File: src/rtl/seg7_pkg.sv
// Shared 7-segment constants and one-hot result decoding for the display paths.
// Segment patterns are active-low with bit 7 as the decimal point (always off here).
package seg7_pkg;

   localparam logic [7:0] SEG_0     = 8'hC0;
   localparam logic [7:0] SEG_1     = 8'hF9;
   localparam logic [7:0] SEG_2     = 8'hA4;
   localparam logic [7:0] SEG_3     = 8'hB0;
   localparam logic [7:0] SEG_4     = 8'h99;
   localparam logic [7:0] SEG_5     = 8'h92;
   localparam logic [7:0] SEG_6     = 8'h82;
   localparam logic [7:0] SEG_7     = 8'hF8;
   localparam logic [7:0] SEG_8     = 8'h80;
   localparam logic [7:0] SEG_9     = 8'h90;
   localparam logic [7:0] SEG_E     = 8'h86;
   localparam logic [7:0] SEG_BLANK = 8'hFF;

   localparam logic [3:0] CODE_ERR  = 4'hE;

   // bit9 is digit 0 and bit0 is digit 9, matching the classifier output ordering.
   // Returns {ok, code}; anything other than exactly one set bit yields {0, CODE_ERR}.
   function automatic logic [4:0] onehot_to_code(input logic [9:0] oh);
      logic [3:0] ones;
      logic [3:0] code;
      ones = 4'd0;
      code = CODE_ERR;
      for (int b = 0; b < 10; b++) begin
         if (oh[b]) begin
            ones = ones + 4'd1;
            code = 4'(9 - b);
         end
      end
      if (ones == 4'd1) onehot_to_code = {1'b1, code};
      else              onehot_to_code = {1'b0, CODE_ERR};
   endfunction

endpackage

File: src/rtl/seg7_encoder.sv
// Combinational {vld, code} to active-low segment pattern; an empty entry shows blank.
module seg7_encoder
   import seg7_pkg::*;
(
   input  logic       vld,
   input  logic [3:0] code,
   output logic [7:0] seg
);

   always_comb begin
      seg = SEG_BLANK;
      if (vld) begin
         unique case (code)
            4'd0:     seg = SEG_0;
            4'd1:     seg = SEG_1;
            4'd2:     seg = SEG_2;
            4'd3:     seg = SEG_3;
            4'd4:     seg = SEG_4;
            4'd5:     seg = SEG_5;
            4'd6:     seg = SEG_6;
            4'd7:     seg = SEG_7;
            4'd8:     seg = SEG_8;
            4'd9:     seg = SEG_9;
            CODE_ERR: seg = SEG_E;
            default:  seg = SEG_BLANK;
         endcase
      end
   end

endmodule

File: src/rtl/seg7_history_scan_ctrl.sv
// Result history (newest on slot 0) time-multiplexed onto the 8-digit bank as {seg, sel} words.
// The HC595 driver samples p_data freely, so SCAN_DIV must exceed one shift-and-latch period.
module seg7_history_scan_ctrl
   import seg7_pkg::*;
#(
   parameter int NUM_DIGITS = 8,
   parameter int SCAN_DIV   = 50000
) (
   input  logic        clk,
   input  logic        rst_n,
   input  logic        result_valid,
   input  logic [9:0]  result_onehot,
   input  logic        clear,
   output logic [15:0] p_data,
   output logic        frame_tick,
   output logic [3:0]  count,
   output logic        err_flag
);

   localparam int             DIV_W    = (SCAN_DIV > 2) ? $clog2(SCAN_DIV) : 1;
   localparam logic [DIV_W-1:0] DIV_LOAD = DIV_W'(SCAN_DIV - 1);
   localparam logic [2:0]     IDX_LAST = 3'(NUM_DIGITS - 1);
   localparam logic [3:0]     CNT_MAX  = 4'(NUM_DIGITS);

   logic             ent_vld  [NUM_DIGITS];
   logic [3:0]       ent_code [NUM_DIGITS];

   logic [DIV_W-1:0] div_cnt;
   logic [2:0]       idx;
   logic             div_tc;
   logic             wrap_q;

   logic [4:0]       res;
   logic [7:0]       seg_cur;
   logic [7:0]       sel_cur;

   assign res    = onehot_to_code(result_onehot);
   assign div_tc = (div_cnt == '0);

   // clear wins over a same-cycle result; the scan counters are deliberately untouched by it
   always_ff @(posedge clk or negedge rst_n) begin
      if (!rst_n) begin
         for (int i = 0; i < NUM_DIGITS; i++) begin
            ent_vld[i]  <= 1'b0;
            ent_code[i] <= 4'd0;
         end
         count    <= 4'd0;
         err_flag <= 1'b0;
      end else if (clear) begin
         for (int i = 0; i < NUM_DIGITS; i++) begin
            ent_vld[i]  <= 1'b0;
            ent_code[i] <= 4'd0;
         end
         count    <= 4'd0;
         err_flag <= 1'b0;
      end else if (result_valid) begin
         for (int i = NUM_DIGITS - 1; i > 0; i--) begin
            ent_vld[i]  <= ent_vld[i-1];
            ent_code[i] <= ent_code[i-1];
         end
         ent_vld[0]  <= 1'b1;
         ent_code[0] <= res[3:0];
         if (!res[4])
            err_flag <= 1'b1;
         if (count != CNT_MAX)
            count <= count + 4'd1;
      end
   end

   // slot timer counts down; terminal count advances the digit index
   always_ff @(posedge clk or negedge rst_n) begin
      if (!rst_n) begin
         div_cnt <= DIV_LOAD;
         idx     <= 3'd0;
      end else if (div_tc) begin
         div_cnt <= DIV_LOAD;
         idx     <= (idx == IDX_LAST) ? 3'd0 : idx + 3'd1;
      end else begin
         div_cnt <= div_cnt - DIV_W'(1);
      end
   end

   seg7_encoder u_enc (
      .vld  (ent_vld[idx]),
      .code (ent_code[idx]),
      .seg  (seg_cur)
   );

   assign sel_cur = 8'd1 << idx;

   // frame_tick is delayed twice so it lines up with the first p_data word carrying sel=01
   always_ff @(posedge clk or negedge rst_n) begin
      if (!rst_n) begin
         wrap_q     <= 1'b0;
         frame_tick <= 1'b0;
         p_data     <= {SEG_BLANK, 8'h01};
      end else begin
         wrap_q     <= div_tc && (idx == IDX_LAST);
         frame_tick <= wrap_q;
         p_data     <= {seg_cur, sel_cur};
      end
   end

endmodule

File: config.mk
export PLATFORM = sky130hd
export DESIGN_NAME = seg7_history_scan_ctrl
export DESIGN_NICKNAME = d
export VERILOG_FILES = /design/src/rtl/seg7_pkg.sv /design/src/rtl/seg7_encoder.sv /design/src/rtl/seg7_history_scan_ctrl.sv
export SDC_FILE = /design/constraint.sdc
export NUM_CORES = 1
export LEC_CHECK = 0
export ABC_AREA = 1
export CORE_UTILIZATION = 55
export CTS_CLUSTER_DIAMETER = 40
export DETAILED_ROUTE_END_ITERATION = 10
export PLACE_DENSITY_LB_ADDON = 0.12
export REMOVE_ABC_BUFFERS = 1
export SETUP_SLACK_MARGIN = 0.2
export SLEW_MARGIN = 20
export SYNTH_ARGS = -nofsm -noshare
export SYNTH_HDL_FRONTEND = slang
export SYNTH_SLANG_ARGS = --single-unit
File: constraint.sdc
create_clock -name clk -period 2.65 [get_ports clk]
set_input_delay 0.265 -clock clk [delete_from_list [all_inputs] [get_ports clk]]
set_output_delay 0.265 -clock clk [all_outputs]
set_load 0.01 [all_outputs]
==> out/qor.yml <==
outcome:
  status: "finished, violations left"
  failed_checks: "negative setup slack"
detailed_routing:
  routedWlPerCell_um: 18.30
  drc: 0
  wl_um: 15110
  drt_iter0_markers: 446
  vias_per_cell: 5.794
  ant_nets: 0
  vias: 4786
  firstDrtPassIters: 6
worst_setup_path:
  critPathTopFamily: "simple AND/OR/NAND/NOR gates"
  critPathMostFrequentCell: "nand2_4"
  crit_fanout: 4
  cp_slowest_cell: "ha_4"
  required_ps: 2900
  worstPathArrival_ps: 5100
  startpoint_type: "input port"
  endpoint_kind: "flop"
  worst-path-buf-inv: 15
  max_stage_delay_ps: 280
  path_class: "input port to flop"
sta:
  final-hold-violation-count: 0
  rsz0062_at_grt: "yes"
  finalCritPeriodShare: 1.831
  maxSlewViolCount: 0
  finalSetupViolations: 5
  finalClockSkew_ps: 11.47
  fin_crit_ps: 4852
  maxSlewHeadroom: 0.3467
  tightestPinTransition_ps: 976.3
  fmax_mhz: 206.1
  fin_ws_ps: -2202
floorplanning:
  core_region_area_mm2: 0.007848
  die_h_um: 92.90
  die_w_um: 92.90
  die_area_mm2: 0.008630
  ios: 36
  rows: 32
  start_util: 0.5791
cells_and_area:
  area_delta_synth_final_pct: 43.12
  nFillCells: 440
  layout-drive-gt1-share: 0.3273
  antenna_cells: 0
  final_cells: 826
  nNetsFinal: 758
yosys:
  synthCells: 578
  async_flop_share: 1.000
  ys_seq_area_frac: 0.4507
  synth_ff_type: "dfrtp_1"
  yosys.area_share.adder: 0.06608
  synth_top_area_frac: 0.3524
  synth_compound_area_frac: 0.1300
  syn_area_per_cell_um2: 7.862
  ys_types: 32
  synth.ff_latch_count: 81
  yosysMostFrequentCell: "inv_1"
  synth_area_leader_cell: "dfrtp_1"
  synthTopCellsByArea: "dfrtp_1 35%, dfstp_2 9.8%, inv_1 8.7%"
  synth_warnings: 0
  synthSimpleGateAreaFrac: 0.2373
  synth_area_mm2: 0.004544
  yosys-top-cells-count: "105 x inv_1, 104 x nand2_1, 64 x dfrtp_1, 46 x o21ai_0, 42 x nor2_1"
  synthXorXnorAreaFrac: 0.01349
  synth_top_family_by_area: "simple AND/OR/NAND/NOR gates"
  synth_edf_count: 0
  muxShareOfSynthArea: 0
clocking:
  cts_max_level: 3
  clock_latency_ps: 360
  cts_buffers: 9
  path_clk_slew_ps: 90
  cts_tree: "done"
  cts_buffer_depth: 2
  root_buffer: "clkbuf_8"
  clock-sinks: 81
  hold_buffers: 0
global_route:
  grt_pass1_vias: 4480
  grt_antenna_before_repair: 0
  grt_first_pass_wirelength_um: 21450
  grt_overflow: 0
  grt_max_degree: 82
  grt_usage: 0.3223
flow_run:
  drv_cap: 0
power:
  p_per_area_mw_per_mm2: 547.2
  peakVddDrop_uv: 361.8
  finalPower_w: 0.003559
  leakage_nw: 3.208
placed_design:
  dp_cells: 750
  dp_hpwl_um: 6572
  pre_cts_slack_ps: -3404
  gp_congestion: 0.8452
  io_buffers: 34
worst_hold_path:
  hold_path_class: "input port to asynchronous set/reset pin"
==> area by class of cell <==
type | count | area (µm²) | area share
flip-flops and latches | 81 | 2049 | 0.3151
inverters | 109 | 425.4 | 0.06541
repair buffers | 144 | 1309 | 0.2012
well taps | 102 | 127.6 | 0.01962
clock buffers | 10 | 127.6 | 0.01962
clock inverters | 5 | 106.4 | 0.01635
multi-input cells | 375 | 2359 | 0.3626
==> flip-flops by register name, indices dropped and copies added (netlist names) <==
register    flops
ent_code       32
div_cnt        16
p_data         15
ent_vld         8
count           4
idx             3
err_flag        1
frame_tick      1
wrap_q          1
==> what timing repair did <==
item / in CTS / in global routing
setup buffers: 51 / 10
resized for setup: 100 / 37
setup endpoints to repair: 9 / 12
pin swaps: 40 / 16
==> path summary, 6_finish.rpt <==
path	from	end	slack (ps)	cells after the start
min in group clk	wrap_q	frame_tick	360	0
min reg2reg	wrap_q	frame_tick	360	0
min	rst_n	div_cnt[12]	50	1
max reg2reg	idx[1]	p_data[13]	460	10
max	result_onehot[0]	ent_code[31]	-2200	40
max in group asynchronous	rst_n	idx[0]	1900	1
==> stage by stage <==
stage | TNS (ps) | hold slack, ps | utilization | instance area (µm²)
after floorplan | -12860 | -30.59 | - | 4492
after global placement | -15670 | 335.3 | 0.6786 | 5325
after detailed placement | -16780 | 349.0 | 0.6786 | 5325
after CTS | -8647 | 106.3 | 0.8029 | 6301
after global routing | -11460 | 158.0 | 0.8288 | 6504
final | -10730 | 50.14 | 0.8288 | 6504
==> cell usage in the layout (no fill, tap or decap), types with 4 or more instances in the layout <==
master | Yosys | routed
a21oi_1 | 28 | 27
buf_4 | 1 | 71
buf_6 | 0 | 40
clkbuf_8 | 0 | 9
clkdlybuf4s50_1 | 0 | 30
dfrtp_1 | 64 | 63
dfstp_2 | 17 | 17
ha_1 | 24 | 15
ha_4 | 0 | 9
inv_1 | 105 | 95
inv_2 | 3 | 8
nand2_1 | 104 | 82
nand2_2 | 19 | 27
nand2_4 | 0 | 14
nand3_1 | 37 | 31
nand3_2 | 7 | 10
nor2_1 | 42 | 41
nor3_1 | 7 | 7
o21ai_0 | 46 | 44
o21ai_1 | 4 | 5
o22ai_1 | 29 | 28
or2_4 | 0 | 4
xor2_1 | 4 | 4
==> logic make-up (layout without fill, tap and decap cells) <==
group | count (synthesis) | in the layout
and+or+nand+nor | 234 | 234
AOI/OAI and AO/OA | 109 | 109
adders and majority gates | 24 | 24
other | 1 | 1
DFF | 81 | 81
xor gates and xnor gates | 7 | 7
buffers and inverters | 122 | 268
==> power by group <==
| group | total, W | internal [W] | switching [W] |
|---|---|---|---|
| Sequential | 0.00129 | 0.00127 | 0.0000184 |
| Combinational | 0.00120 | 0.000578 | 0.000625 |
| Clock | 0.00107 | 0.000623 | 0.000446 |
==> worst reg2reg max path: stages, from the launching register on <==
cell and delay, ps:
dfrtp_1 500, clkinvlp_4 270, a21oi_1 180, o21ai_0 100, nand2_1 70, inv_1 40
o21ai_1 260, ha_1 250, nand2_1 80, a21oi_1 280, nand2_1 90
==> per-layer routing <==
layer,track usage,part of all wire
met3,0.04433,0.082
met2,0.5643,0.48
met5,0,0
met4,0.1987,0.082
met1,0.3704,0.36
Note: power is estimated with default switching activity, not from simulation.
